==> config.mk <==
export PLATFORM = sky130hd
export DESIGN_NAME = data_mem_arbiter_flat
export DESIGN_NICKNAME = d
export VERILOG_FILES = /design/src/rtl/data_mem_arbiter_pkg.sv /design/src/rtl/data_mem_arbiter_if.sv /design/src/rtl/data_mem_arbiter_rr_arbiter_2.sv /design/src/rtl/data_mem_arbiter.sv /design/src/flat_wrapper.sv
export SDC_FILE = /design/constraint.sdc
export NUM_CORES = 1
export LEC_CHECK = 0
export CORE_MARGIN = 2
export CORE_UTILIZATION = 34
export CTS_CLUSTER_DIAMETER = 150
export DETAILED_ROUTE_END_ITERATION = 8
export PLACE_DENSITY = 0.83
export SETUP_SLACK_MARGIN = 0.5
export SLEW_MARGIN = 5
export SYNTH_ARGS = -nofsm -noshare
export SYNTH_HDL_FRONTEND = slang
export SYNTH_SLANG_ARGS = --single-unit
==> constraint.sdc <==
create_clock -name Clock -period 1.6 [get_ports Clock]
set_clock_uncertainty 0.2 [all_clocks]
set_input_delay 0.16 -clock Clock [delete_from_list [all_inputs] [get_ports Clock]]
set_output_delay 0.16 -clock Clock [all_outputs]
set_load 0.03 [all_outputs]
==> src/rtl/data_mem_arbiter_pkg.sv <==
// ---------------------------------------------------------------------------
// data_mem_arb_pkg
// Shared types and constants for the data-memory arbiter slice:
//   state_t           - access FSM states (IDLE, ACCESS, RESP)
//   PORT_CPU/PORT_DMA - requester index values used for grant/last-grant
//   MEM_BYTES_DEFAULT - default data-memory size in bytes
//   DATA_W            - memory word width
// ---------------------------------------------------------------------------
package data_mem_arb_pkg;

   typedef enum logic [1:0] {
      IDLE   = 2'd0,
      ACCESS = 2'd1,
      RESP   = 2'd2
   } state_t;

   localparam logic PORT_CPU = 1'b0;
   localparam logic PORT_DMA = 1'b1;

   localparam int MEM_BYTES_DEFAULT = 128;
   localparam int DATA_W            = 16;

endpackage

==> src/rtl/data_mem_arbiter_if.sv <==
// ---------------------------------------------------------------------------
// data_mem_arbiter_if
// Bundles the two requester ports (CPU "C_", DMA "D_") and the data-memory
// command bus.
//   slave  modport : seen by the arbiter (takes requests, drives memory)
//   master modport : seen by requesters/memory model (drives requests and
//                    MemReadData, observes Acks, RData, memory command, Err)
// ---------------------------------------------------------------------------
interface data_mem_arbiter_if import data_mem_arb_pkg::*; #(
   parameter int ADDR_W = 16
) ();

   logic              C_Req;
   logic              C_Write;
   logic [ADDR_W-1:0] C_Addr;
   logic [DATA_W-1:0] C_WData;
   logic              C_Ack;
   logic [DATA_W-1:0] C_RData;

   logic              D_Req;
   logic              D_Write;
   logic [ADDR_W-1:0] D_Addr;
   logic [DATA_W-1:0] D_WData;
   logic              D_Ack;
   logic [DATA_W-1:0] D_RData;

   logic [ADDR_W-1:0] MemAddress;
   logic [DATA_W-1:0] MemWriteData;
   logic              MemWrite;
   logic              MemRead;
   logic [DATA_W-1:0] MemReadData;
   logic              Err;

   modport slave (
      input  C_Req, C_Write, C_Addr, C_WData,
      input  D_Req, D_Write, D_Addr, D_WData,
      input  MemReadData,
      output C_Ack, C_RData, D_Ack, D_RData,
      output MemAddress, MemWriteData, MemWrite, MemRead, Err
   );

   modport master (
      output C_Req, C_Write, C_Addr, C_WData,
      output D_Req, D_Write, D_Addr, D_WData,
      output MemReadData,
      input  C_Ack, C_RData, D_Ack, D_RData,
      input  MemAddress, MemWriteData, MemWrite, MemRead, Err
   );

endinterface

==> src/rtl/data_mem_arbiter_rr_arbiter_2.sv <==
// ---------------------------------------------------------------------------
// rr_arbiter_2
// Two-way round-robin grant selection (purely combinational).
//   req_cpu, req_dma : request levels
//   last_grant       : port granted most recently
//   valid            : at least one request present
//   winner           : granted port index (PORT_CPU / PORT_DMA)
// On a tie the port that did not win last time is chosen.
// ---------------------------------------------------------------------------
module rr_arbiter_2 import data_mem_arb_pkg::*; (
   input  logic req_cpu,
   input  logic req_dma,
   input  logic last_grant,
   output logic valid,
   output logic winner
);

   always_comb begin
      valid = req_cpu | req_dma;
      if (req_cpu && req_dma) begin
         winner = ~last_grant;
      end else if (req_dma) begin
         winner = PORT_DMA;
      end else begin
         winner = PORT_CPU;
      end
   end

endmodule

==> src/rtl/data_mem_arbiter.sv <==
// ---------------------------------------------------------------------------
// data_mem_arbiter
// Shares one single-port 16-bit data memory between a CPU and a DMA
// requester. Each access takes IDLE -> ACCESS -> RESP (3 cycles); the memory
// command is issued in ACCESS, the winner's Ack pulses in RESP.
// Ports:
//   Clock, Reset : clock and synchronous active-high reset
//   bus (slave)  : C_/D_ requester handshakes, memory command bus, Err
// Build option:
//   MISALIGN_CHECK_EN - when defined, an odd address skips the memory access
//                       and completes with Err=1. When undefined Err stays 0
//                       and odd addresses go to memory unchanged.
// ---------------------------------------------------------------------------
module data_mem_arbiter import data_mem_arb_pkg::*; #(
   parameter int ADDR_W    = 16,
   parameter int MEM_BYTES = MEM_BYTES_DEFAULT
) (
   input logic Clock,
   input logic Reset,
   data_mem_arbiter_if.slave bus
);

   localparam logic [ADDR_W-1:0] ADDR_MASK = ADDR_W'((1 << $clog2(MEM_BYTES)) - 1);

   state_t            state_q, state_d;
   logic              last_grant_q, last_grant_d;
   logic              grant_q, grant_d;
   logic              wr_q, wr_d;
   logic [ADDR_W-1:0] mem_addr_q, mem_addr_d;
   logic [DATA_W-1:0] mem_wdata_q, mem_wdata_d;
   logic              mem_write_q, mem_write_d;
   logic              mem_read_q, mem_read_d;
   logic              c_ack_q, c_ack_d;
   logic              d_ack_q, d_ack_d;
   logic [DATA_W-1:0] c_rdata_q, c_rdata_d;
   logic [DATA_W-1:0] d_rdata_q, d_rdata_d;
   logic              err_q, err_d;

   logic              arb_valid;
   logic              arb_winner;
   logic              sel_write;
   logic [ADDR_W-1:0] sel_addr;
   logic [DATA_W-1:0] sel_wdata;
   logic              misaligned;

   rr_arbiter_2 u_rr (
      .req_cpu    (bus.C_Req),
      .req_dma    (bus.D_Req),
      .last_grant (last_grant_q),
      .valid      (arb_valid),
      .winner     (arb_winner)
   );

   // Request fields of whichever port the arbiter picks this cycle.
   assign sel_write = (arb_winner == PORT_DMA) ? bus.D_Write : bus.C_Write;
   assign sel_addr  = ((arb_winner == PORT_DMA) ? bus.D_Addr : bus.C_Addr) & ADDR_MASK;
   assign sel_wdata = (arb_winner == PORT_DMA) ? bus.D_WData : bus.C_WData;

`ifdef MISALIGN_CHECK_EN
   assign misaligned = sel_addr[0];
`else
   assign misaligned = 1'b0;
`endif

   always_comb begin
      state_d      = state_q;
      last_grant_d = last_grant_q;
      grant_d      = grant_q;
      wr_d         = wr_q;
      mem_addr_d   = mem_addr_q;
      mem_wdata_d  = mem_wdata_q;
      c_rdata_d    = c_rdata_q;
      d_rdata_d    = d_rdata_q;
      // Strobes and Ack/Err are single-cycle pulses.
      mem_write_d  = 1'b0;
      mem_read_d   = 1'b0;
      c_ack_d      = 1'b0;
      d_ack_d      = 1'b0;
      err_d        = 1'b0;

      case (state_q)
         IDLE: begin
            if (arb_valid) begin
               grant_d      = arb_winner;
               last_grant_d = arb_winner;
               wr_d         = sel_write;
               if (misaligned) begin
                  // Skip memory entirely; complete next cycle with Err.
                  state_d = RESP;
                  c_ack_d = (arb_winner == PORT_CPU);
                  d_ack_d = (arb_winner == PORT_DMA);
                  err_d   = 1'b1;
               end else begin
                  // Strobes are registered, so they are high exactly in ACCESS.
                  state_d     = ACCESS;
                  mem_addr_d  = sel_addr;
                  mem_wdata_d = sel_wdata;
                  mem_write_d = sel_write;
                  mem_read_d  = ~sel_write;
               end
            end
         end
         ACCESS: begin
            state_d = RESP;
            if (!wr_q) begin
               if (grant_q == PORT_CPU) c_rdata_d = bus.MemReadData;
               else                     d_rdata_d = bus.MemReadData;
            end
            c_ack_d = (grant_q == PORT_CPU);
            d_ack_d = (grant_q == PORT_DMA);
         end
         RESP: begin
            state_d = IDLE;
         end
         default: begin
            state_d = IDLE;
         end
      endcase
   end

   always_ff @(posedge Clock) begin
      if (Reset) begin
         state_q      <= IDLE;
         last_grant_q <= PORT_DMA;   // CPU wins the first tie
         grant_q      <= PORT_CPU;
         wr_q         <= 1'b0;
         mem_addr_q   <= '0;
         mem_wdata_q  <= '0;
         mem_write_q  <= 1'b0;
         mem_read_q   <= 1'b0;
         c_ack_q      <= 1'b0;
         d_ack_q      <= 1'b0;
         c_rdata_q    <= '0;
         d_rdata_q    <= '0;
         err_q        <= 1'b0;
      end else begin
         state_q      <= state_d;
         last_grant_q <= last_grant_d;
         grant_q      <= grant_d;
         wr_q         <= wr_d;
         mem_addr_q   <= mem_addr_d;
         mem_wdata_q  <= mem_wdata_d;
         mem_write_q  <= mem_write_d;
         mem_read_q   <= mem_read_d;
         c_ack_q      <= c_ack_d;
         d_ack_q      <= d_ack_d;
         c_rdata_q    <= c_rdata_d;
         d_rdata_q    <= d_rdata_d;
         err_q        <= err_d;
      end
   end

   assign bus.C_Ack        = c_ack_q;
   assign bus.D_Ack        = d_ack_q;
   assign bus.C_RData      = c_rdata_q;
   assign bus.D_RData      = d_rdata_q;
   assign bus.MemAddress   = mem_addr_q;
   assign bus.MemWriteData = mem_wdata_q;
   assign bus.MemWrite     = mem_write_q;
   assign bus.MemRead      = mem_read_q;
   assign bus.Err          = err_q;

endmodule

==> src/flat_wrapper.sv <==
// flat-port wrapper written by rule: the top's interface ports become plain ports
module data_mem_arbiter_flat import data_mem_arb_pkg::*;
#(
   parameter int ADDR_W    = 16,
   parameter int MEM_BYTES = MEM_BYTES_DEFAULT
)
  (Clock, Reset, bus_C_Req, bus_C_Write, bus_C_Addr, bus_C_WData, bus_D_Req, bus_D_Write, bus_D_Addr, bus_D_WData, bus_MemReadData, bus_C_Ack, bus_C_RData, bus_D_Ack, bus_D_RData, bus_MemAddress, bus_MemWriteData, bus_MemWrite, bus_MemRead, bus_Err);
  data_mem_arbiter_if #(.ADDR_W(ADDR_W)) bus_i ();
  input logic Clock;
  input logic Reset;
  input wire logic [$bits(bus_i.C_Req)-1:0] bus_C_Req;
  input wire logic [$bits(bus_i.C_Write)-1:0] bus_C_Write;
  input wire logic [$bits(bus_i.C_Addr)-1:0] bus_C_Addr;
  input wire logic [$bits(bus_i.C_WData)-1:0] bus_C_WData;
  input wire logic [$bits(bus_i.D_Req)-1:0] bus_D_Req;
  input wire logic [$bits(bus_i.D_Write)-1:0] bus_D_Write;
  input wire logic [$bits(bus_i.D_Addr)-1:0] bus_D_Addr;
  input wire logic [$bits(bus_i.D_WData)-1:0] bus_D_WData;
  input wire logic [$bits(bus_i.MemReadData)-1:0] bus_MemReadData;
  output wire logic [$bits(bus_i.C_Ack)-1:0] bus_C_Ack;
  output wire logic [$bits(bus_i.C_RData)-1:0] bus_C_RData;
  output wire logic [$bits(bus_i.D_Ack)-1:0] bus_D_Ack;
  output wire logic [$bits(bus_i.D_RData)-1:0] bus_D_RData;
  output wire logic [$bits(bus_i.MemAddress)-1:0] bus_MemAddress;
  output wire logic [$bits(bus_i.MemWriteData)-1:0] bus_MemWriteData;
  output wire logic [$bits(bus_i.MemWrite)-1:0] bus_MemWrite;
  output wire logic [$bits(bus_i.MemRead)-1:0] bus_MemRead;
  output wire logic [$bits(bus_i.Err)-1:0] bus_Err;
  assign bus_i.C_Req = bus_C_Req;
  assign bus_i.C_Write = bus_C_Write;
  assign bus_i.C_Addr = bus_C_Addr;
  assign bus_i.C_WData = bus_C_WData;
  assign bus_i.D_Req = bus_D_Req;
  assign bus_i.D_Write = bus_D_Write;
  assign bus_i.D_Addr = bus_D_Addr;
  assign bus_i.D_WData = bus_D_WData;
  assign bus_i.MemReadData = bus_MemReadData;
  assign bus_C_Ack = bus_i.C_Ack;
  assign bus_C_RData = bus_i.C_RData;
  assign bus_D_Ack = bus_i.D_Ack;
  assign bus_D_RData = bus_i.D_RData;
  assign bus_MemAddress = bus_i.MemAddress;
  assign bus_MemWriteData = bus_i.MemWriteData;
  assign bus_MemWrite = bus_i.MemWrite;
  assign bus_MemRead = bus_i.MemRead;
  assign bus_Err = bus_i.Err;
  data_mem_arbiter #(.ADDR_W(ADDR_W), .MEM_BYTES(MEM_BYTES)) u_core (.Clock(Clock), .Reset(Reset), .bus(bus_i));
endmodule
### After elaboration in Yosys (flattened, before gate mapping)

Index checks and enable logic that the tools add are counted.
Widths: inputs -> output; s select.

* output and inout bits: 69
* flip-flop bits (word level): 64
* input bits: 86
* logic and storage cells: 36

* eq/ne operators: 2
* reduce and logical (&&, ||, !) cells: 7
* muxes and demuxes: 7
* bitwise logic cells: 8

Operator list (count)
* $mux 16: 1
* $mux 7: 1
* $not 1->1: 7
* $reduce_and 3->1: 2
* $pmux 2 s2: 1
* $mux 1: 3
* $reduce_or 3->1: 1
* $eq 2x1->1 const B: 1
* $logic_not 2->1: 1
* $mux 2: 1
* $ne 2x1->1 const B: 1
* $reduce_and 2->1: 1
* $reduce_or 2->1: 1
* $logic_and 1x1->1: 1
* $or 1x1->1: 1

### Logic depth before layout (Yosys ltp)

* depth after elaboration: 4
* mapped depth: 5
* mapped depth without buffers: 3

### Hierarchy

Synthesis repeated with hierarchy kept, for this count alone.

* cell total of the unflattened synthesis: 260
* area, all modules: 2487.4 sq um

By module, submodules not included
* data_mem_arbiter: area an instance 2473.6 sq um, instances 1, seq. area each 1281.2 sq um, cells each 258
* rr_arbiter_2: area an instance 13.8 sq um, instances 1, seq. area each 0.0 sq um, cells each 2

### Worst setup path before layout

No wires, ideal clock.

* path type: register to register
* start: reg u_core.state_q[1]
* end: reg u_core.c_rdata_q[13] (netlist: u_core.bus.C_RData[13])
* setup time: 0.132 ns
* arrival time: 1.253 ns
* path slack: 0.015 ns
* buffers on the path: 2
* period minus slack after synthesis: 1.585 ns
* stages on the path, launching flop included: 6
* required time: 1.268 ns
* path through: dfxtp_1 > or4b_1 > buf_2 > buf_6 > nand2_1 > a21oi_1

* cells in the longest elaborated chain, start to end: 2

RTL lines
* from (decl): RTL line data_mem_arbiter.sv:25 `state_t state_q, state_d;`
* from (signal assigned): RTL line data_mem_arbiter.sv:137 `state_q <= state_d;`
* $eq 2x1->1: RTL line data_mem_arbiter.sv:81 `case (state_q)`
* $reduce_and 3->1 (no line)
* to (signal assigned): RTL line data_mem_arbiter.sv:147 `c_rdata_q <= c_rdata_d;`
* to (decl): RTL line data_mem_arbiter.sv:35 `logic [DATA_W-1:0] c_rdata_q, c_rdata_d;`

No other way between the ends.
A chain may end at the register's enable or synchronous reset.

### Worst setup path after layout

* start: reg u_core.state_q[1]
* end: reg u_core.c_rdata_q[15] (netlist: u_core.bus.C_RData[15])

Same word-level chain as after synthesis.

==> impl_metrics.json <==
{
  "cts_sinks": 64,
  "critPathMaxFanout": 8,
  "antenna_found_initial": 0,
  "crit_slowest_cell": "or4b_4",
  "path_buf_inv": 1,
  "die_w_um": 91.0,
  "netlist_instances": 316,
  "fmax_mhz": 641,
  "cap_violations": 0,
  "numCtsBuffers": 9,
  "h-tree-depth": 3,
  "clock_path_buffers": 2,
  "clock-root-buffer": "clkbuf_8",
  "floorplan.die_area_um2": 8290,
  "postSynthAreaPerCell_um2": 8.15,
  "critPathTopFamily": "simple AND/OR/NAND/NOR gates",
  "path_class": "reg2reg",
  "path_cells": "or4b_4, buf_8, nand2_1, a21oi_1",
  "drtPass1Iterations": 4,
  "vdd_drop_max_mv": 0.515,
  "area_growth_pct": 99.1,
  "cts_tree": "yes",
  "row_count": 31,
  "gp_congestion": 0.716,
  "ant_nets": 0,
  "yosysMostFrequentCell": "nand2_1",
  "leakage_nw": 2.07,
  "power_density_nw_per_um2": 1010,
  "fin_crit_ns": 1.56,
  "drt_iter0_markers": 82,
  "synth_edf_count": 0,
  "hold_violations": 0,
  "fin_setup_tns_ns": 0,
  "fin_nets": 569,
  "finalCritPeriodShare": 0.975,
  "r2r_setup_slack_ns": 0.04,
  "cpPeakStageDelay_ns": 0.56,
  "design_area_um2": 5130,
  "utilization": 0.703,
  "vias": 2909,
  "final_layout_size_suffix_gt1_frac": 0.502,
  "reg2regPathDepth": 4,
  "syn_area_um2": 2570,
  "grt_usage": 0.211,
  "clock_latency_ns": 0.33,
  "maxSlewViolCount": 0,
  "critPathLaunch": "u_core.state_q[1]$_SDFFE_PP0P_",
  "yosys.area.top_type": "dfxtp_1",
  "ys_seq_area_frac": 0.498,
  "drcViolationCount": 0,
  "fin_cells": 587,
  "busiest_layer": "met2",
  "met3_usage": 0.0797,
  "io_pins": 155,
  "grtUsageMet1": 0.228,
  "r2r_end": "u_core.bus.C_RData[15]$_SDFFE_PP0P_",
  "min_path_type": "in2reg",
  "crit_arrival_ns": 1.58,
  "outcome": "finished, final reports clean",
  "end_kind": "flop",
  "routed_wl_mm": 9.36,
  "post_drt_wl_per_cell_um": 15.9,
  "startpoint_type": "flop",
  "grt_pass1_vias": 2799,
  "rsz0062_at_grt": "yes",
  "cp.depth": 4,
  "grt_max_degree": 36,
  "yosysUniqueCellTypes": 28,
  "placed_cell_area_um2": 4020,
  "port_buffers": 126,
  "yosysWarnings": 0,
  "hold_buffers": 0,
  "place_inst": 530,
  "die_y_um": 91.0,
  "setup_viol": 0,
  "clk_pin_slew_ns": 0.08,
  "async_flop_share": 0,
  "fillers": 511,
  "ys_ff_latch": 64,
  "r2r-start": "u_core.state_q[1]$_SDFFE_PP0P_",
  "grt_first_pass_wirelength_mm": 13.9,
  "synth_area_leaders": "dfxtp_1, nand2_1, a21oi_1",
  "gr-usage-met2": 0.375,
  "place_hpwl_mm": 5.55,
  "endpoint": "u_core.bus.C_RData[15]$_SDFFE_PP0P_",
  "gr-total-overflow": 0,
  "synth_commonest_cells": "nand2_1, dfxtp_1, a21oi_1, a311oi_1, buf_2",
  "required_ns": 1.62,
  "n_antenna_cell": 0,
  "vias_per_cell": 4.96,
  "start_util": 0.353,
  "ys.flop_type": "dfxtp_1",
  "netlist.area_leader.share": 0.498,
  "core-area_um2": 7290
}
-- worst min path at each step --
stage / start / to / slack [ns] / depth (start not counted)
final: Reset / u_core.state_q[0]$_SDFFE_PP0P_ / 0.03 / 2
after global routing: Reset / u_core.state_q[0]$_SDFFE_PP0P_ / 0.05 / 2
after CTS: Reset / u_core.state_q[0]$_SDFFE_PP0P_ / 0.01 / 2
after detailed placement: u_core.bus.C_RData[3]$_SDFFE_PP0P_ / u_core.bus.C_RData[3]$_SDFFE_PP0P_ / 0.25 / 2
after global placement: u_core.bus.D_RData[12]$_SDFFE_PP0P_ / u_core.bus.D_RData[12]$_SDFFE_PP0P_ / 0.24 / 2
after floorplan: bus_MemReadData[10] / u_core.bus.C_RData[10]$_SDFFE_PP0P_ / 0.1 / 2
-- logic make-up after synthesis --
| kind of cell | count (synthesis) | share of synthesized area |
|---|---|---|
| muxes | 1 | 0.00389 |
| buffers and inverters | 36 | 0.0782 |
| DFF | 64 | 0.498 |
| other | 1 | 0.00146 |
| AOI/OAI and AO/OA | 85 | 0.204 |
| and+or+nand+nor | 129 | 0.215 |
-- routing by layer --
layer / vias to the layer above / part of all wire
met4: 0 / 0.017
met2: 145 / 0.52
met1: 1351 / 0.38
met3: 16 / 0.087
li1: 1397 / -
met5: - / 0
-- per-stage QoR --
stage	worst slack [ns]	hold slack (ns)	power [mW]
final	0.0393	0.0287	5.17
after global routing	-0.0137	0.0528	5.37
after CTS	0.0969	0.0123	5.00
after detailed placement	-0.309	0.246	2.89
after global placement	-0.240	0.241	2.87
after floorplan	0.0355	0.0960	2.43
-- registers in the layout, indices dropped and copies added, names as in the netlist, 2 cells and up --
name	flops
u_core.bus.D_RData	16
u_core.bus.MemWriteData	16
u_core.bus.C_RData	16
u_core.bus.MemAddress	7
u_core.state_q	2
-- placed cells by master (no fill, tap or decap), types with 6 or more instances in the layout --
master / Yosys / routed
a311oi_2: 0 / 6
clkbuf_8: 0 / 9
buf_12: 0 / 8
conb_1: 1 / 10
a21oi_4: 0 / 8
buf_6: 1 / 65
nand2_1: 111 / 96
a311oi_1: 23 / 17
clkdlybuf4s50_1: 0 / 64
dfxtp_2: 0 / 61
a21oi_2: 0 / 7
nand2_2: 0 / 11
buf_4: 10 / 36
a21oi_1: 57 / 42
-- layout make-up --
class | instances | area, um^2 | share of cell area
repair buffers | 182 | 1960 | 0.383
multi-input cells | 226 | 1410 | 0.275
well taps | 99 | 124 | 0.0242
clock inverters | 7 | 143 | 0.0278
flip-flops and latches | 64 | 1370 | 0.266
clock buffers | 9 | 124 | 0.0242
-- where the power goes --
group	total (mW)	internal, mW	switching [mW]
Clock	1.86	1.20	0.659
Sequential	1.83	1.73	0.0985
Combinational	1.48	0.767	0.715
-- what timing repair did --
item | CTS | global route
resized for setup | 487 | 56
pin swaps | 20 | 19
setup endpoints to repair | 120 | 121
buffers inserted | 19 | 16
cloned | 5 | 1
(Power assumes the default switching activity.)
